--- src/rtl/fetch_unit.sv ---
// fetch_unit: instruction fetch stage in front of a combinational ROM.
//
// Owns the program counter, strobes the ROM with the current PC whenever the
// one-entry output register can take a new word, and presents captured words
// to decode over a valid/ready handshake. A branch redirect flushes the output
// register and reloads the PC. Capturing the HALT_INSN sentinel stops fetching
// until the next redirect.
//
// Ports:
//   clk, rst_n                      clock, asynchronous active-low reset
//   rom_address, rom_enable         ROM request (address is 0 when not enabled)
//   rom_data                        same-cycle ROM read data
//   instr_out, pc_out, instr_valid  captured word, its address, valid flag
//   instr_ready                     decode accepts the presented word
//   redirect_valid, redirect_pc     branch redirect request and target
//   halted                          high while stopped on the sentinel
//   fetch_count                     words captured since reset (wraps)
module fetch_unit #(
  parameter logic [31:0] RESET_PC  = 32'h0000_0000,
  parameter logic [31:0] HALT_INSN = 32'hFFFF_FFFF
) (
  input  logic        clk,
  input  logic        rst_n,
  output logic [31:0] rom_address,
  output logic        rom_enable,
  input  logic [31:0] rom_data,
  output logic [31:0] instr_out,
  output logic [31:0] pc_out,
  output logic        instr_valid,
  input  logic        instr_ready,
  input  logic        redirect_valid,
  input  logic [31:0] redirect_pc,
  output logic        halted,
  output logic [15:0] fetch_count
);

  typedef enum logic [1:0] {BOOT, RUN, HALTED} state_t;

  state_t      state_reg, state_next;
  logic [31:0] pc_reg, pc_next;
  logic [31:0] instr_next, pc_out_next;
  logic        valid_next;
  logic [15:0] count_next;
  logic        slot_free;
  logic        fetch;

  // The output register can take a word when empty or being drained now.
  assign slot_free   = !instr_valid || instr_ready;
  // A redirect suppresses the fetch: the old PC is stale that cycle.
  assign fetch       = (state_reg == RUN) && slot_free && !redirect_valid;
  assign rom_enable  = fetch;
  assign rom_address = fetch ? pc_reg : 32'h0;
  assign halted      = (state_reg == HALTED);

  always_ff @(posedge clk or negedge rst_n) begin
    if (!rst_n) begin
      state_reg   <= BOOT;
      pc_reg      <= RESET_PC;
      instr_out   <= 32'h0;
      pc_out      <= 32'h0;
      instr_valid <= 1'b0;
      fetch_count <= 16'h0;
    end else begin
      state_reg   <= state_next;
      pc_reg      <= pc_next;
      instr_out   <= instr_next;
      pc_out      <= pc_out_next;
      instr_valid <= valid_next;
      fetch_count <= count_next;
    end
  end

  always_comb begin
    state_next  = state_reg;
    pc_next     = pc_reg;
    instr_next  = instr_out;
    pc_out_next = pc_out;
    valid_next  = instr_valid;
    count_next  = fetch_count;

    if (redirect_valid) begin
      // Flush wins even if decode accepts in the same cycle; the accept
      // itself still completes on the decode side.
      pc_next    = {redirect_pc[31:2], 2'b00};
      valid_next = 1'b0;
      state_next = RUN;
    end else begin
      unique case (state_reg)
        BOOT: begin
          state_next = RUN;
        end
        RUN: begin
          if (fetch) begin
            instr_next  = rom_data;
            pc_out_next = pc_reg;
            valid_next  = 1'b1;
            pc_next     = pc_reg + 32'd4;
            count_next  = fetch_count + 16'd1;
            if (rom_data == HALT_INSN) begin
              state_next = HALTED;
            end
          end else if (slot_free && instr_ready) begin
            valid_next = 1'b0;
          end
        end
        HALTED: begin
          // Sentinel stays presented until decode takes it.
          if (instr_ready) begin
            valid_next = 1'b0;
          end
        end
        default: begin
          state_next = BOOT;
        end
      endcase
    end
  end

endmodule

--- config.mk ---
export PLATFORM = sky130hd
export DESIGN_NAME = fetch_unit
export DESIGN_NICKNAME = d
export VERILOG_FILES = /design/src/rtl/fetch_unit.sv
export SDC_FILE = /design/constraint.sdc
export NUM_CORES = 1
export LEC_CHECK = 0
export ABC_CLOCK_PERIOD_IN_PS = 5500
export BUFFER_PORTS_ARGS = -buffer_cell sky130_fd_sc_hd__buf_2
export CORE_ASPECT_RATIO = 1.75
export CORE_MARGIN = 1
export CORE_UTILIZATION = 54
export DETAILED_ROUTE_END_ITERATION = 12
export PLACE_DENSITY = 0.86
export SLEW_MARGIN = 20
export SYNTH_ARGS = -nofsm -noshare
export SYNTH_HDL_FRONTEND = slang
export SYNTH_SLANG_ARGS = --single-unit
--- constraint.sdc ---
create_clock -name clk -period 5.5 [get_ports clk]
set_clock_uncertainty 0.1 [all_clocks]
set_input_delay 1.65 -clock clk [delete_from_list [all_inputs] [get_ports clk]]
set_output_delay 1.65 -clock clk [all_outputs]
set_load 0.02 [all_outputs]
==> impl_metrics.ini <==
[outcome]
outcome = complete, no violations

[timing]
max_slew_margin_pct = 55.7
final-setup-viol-count = 0
final-hold-violation-count = 0
worst_slew_pin_slew_ps = 663
period_needed_ps = 5030
rsz0062_at_grt = no
fin_ws_ps = 468
period_share_pct = 91.5
final.setup.tns_ps = 0
report.final.slew_viol_count = 0
clock.fmax_mhz = 199

[placement]
post-dp-hpwl_um = 8820
numPortBuffers = 176
pre_cts_slack_ps = 482
gp_congestion = 0.781

[critical_path]
max_stage_delay_ps = 410
crit_buf_inv = 3
critPathLaunchType = input port
crit_slowest_cell = buf_4
crit_chain = buf_2 > nand2b_1 > nand2_1 > nor3_2 > buf_4 > and2_1 > buf_2
critPathKind = in2out
endpoint_kind = output port
worstPathArrival_ps = 3280
crit_fanout = 44
crit_path_frequent_cell = buf_2
critPathRequiredTime_ps = 3750
crit_family = simple AND/OR/NAND/NOR gates

[die]
fp.dieW_um = 75.7
pin_count = 183
die_height_um = 131
fp-row-count = 46
dieArea_mm2 = 0.00990
coreArea_mm2 = 0.00915
initial_core_util_pct = 56.0

[grt]
grt.total_usage_pct = 25.8
grt_max_degree = 60
antenna_found_initial = 0
grt_pass1_vias = 3986
grt_pass1_wl_um = 19000
grt_overflow_total = 0

[detailed_routing]
postRouteAntennaNets = 0
viasPerCell = 5.38
wirelength_um = 12300
vias = 4024
dr.pass1.iters = 4
drc_errors = 0
drtIter0Drc = 267
wl_per_cell_um = 16.4

[power_and_ir_drop]
ir_drop_mv = 0.221
powerDensity_mw_per_mm2 = 341
power_leakage_uw = 0.00299
power_uw = 2180

[synth]
netlist_instances = 455
yosysWarningCount = 0
synth_ff_type = dfrtp_1
netlist.area_leader.share_pct = 54.2
synth_compound_gate_area_share_pct = 3.25
synth.distinct_cells = 35
synthMuxAreaShare_pct = 14.7
yosys.area_share.xor_xnor_pct = 7.35
synthTopCellsByArea = dfrtp_1 54%, mux2_2 14%, xnor2_1 5.6%
ys_seq_area_share_pct = 54.2
synth-simple-area-share_pct = 16.9
ys_ff_latch = 111
synth_most_common_cell = dfrtp_1
netlist_top_cells_count = 111 x dfrtp_1, 66 x mux2_2, 40 x nand2_1
syn_avg_cell_area_um2 = 11.3
synth_top_cell_by_area = dfrtp_1
async_flop_share_pct = 100
synth_top_family_by_area = simple AND/OR/NAND/NOR gates
syn_area_mm2 = 0.00513
synth_edf_count = 0
synth-adder-area-share_pct = 0.488

[cts]
clk_pin_slew_ps = 80
insertion_delay_ps = 350
postCtsSetupBuffers = 0
postCtsHoldBufs = 0
htree_levels = 3
cts_tree = yes
cts_buffers = 9
cts_resized = 0
cts.sinks = 111
clock_path_buffers = 2
cts-root-buf = clkbuf_16

[worst_hold_path]
hold_class = reg2reg

[finish]
drive_gt1_share_pct = 42.8
utilization_pct = 69.8
syn_to_final_growth_pct = 24.7
antennaDiodeCount = 0
largest_register_ffs = 32
num-fill-cells = 666
layout.nets = 693

[job]
maxCapViolCount = 0
-- area by class of cell --
type / instances / area, µm² / share of cell area [%]
flip-flops and latches: 111 / 2780 / 43.5
repair buffers: 182 / 928 / 14.5
multi-input cells: 309 / 2210 / 34.5
clock inverters: 6 / 52.6 / 0.822
well taps: 120 / 150 / 2.35
inverters: 10 / 37.5 / 0.587
clock buffers: 10 / 239 / 3.74
-- metrics by stage --
step,hold slack [ps],std cells,cell area [µm²]
floorplan,403,458,5140
global placement,352,732,6100
detailed placement,352,732,6100
CTS,366,748,6390
global route,403,748,6390
finish,364,748,6390
-- worst paths after layout --
| path | startpoint | to | slack, ps | depth (start not counted) |
|---|---|---|---|---|
| max reg2reg | pc_reg[9] | pc_reg[31] | 2650 | 5 |
| min reg2reg | fetch_count[15] | fetch_count[15] | 360 | 1 |
| max | instr_ready | rom_address[21] | 470 | 7 |
| max in group asynchronous | rst_n | pc_reg[15] | 3180 | 2 |
| min in group asynchronous | rst_n | instr_out[20] | 1210 | 1 |
| min | fetch_count[15] | fetch_count[15] | 360 | 1 |
-- cell usage in the layout, fill, tap and decap left out, types with 10 or more instances in the layout --
master   count
nor2_1      17
buf_2      175
nand3_1     12
dfrtp_1    111
nand2_1     40
xnor2_1     33
mux2_2      66
o21ai_0     28
nand4_1     20
xor2_1      10
nor4_1      23
and2_1      25
-- where the power goes --
group	switching (µW)	total, µW	internal [µW]	leakage [µW]
Sequential	99.4	1030	930	0.00134
Clock	309	636	327	0.000138
Combinational	304	514	210	0.00151
Total	712	2180	1470	0.00299
-- metal layers --
layer	vias to the layer above	global-route usage, %	share of wire, %
met5	-	0	0
met4	0	11.3	2.6
met3	25	6.06	4.5
met2	130	45.1	54
met1	1956	29.3	39
li1	1913	-	-
-- cells by family (layout without fill, tap and decap cells) --
family          count (synthesis)  after routing
simple gates                  161            161
flops                         111            111
mux                            67             67
xor+xnor                       43             43
buf+inv                        38            208
compound gates                 32             32
fa+ha+maj                       2              2
other cells                     1              4
(Power assumes the default switching activity.)
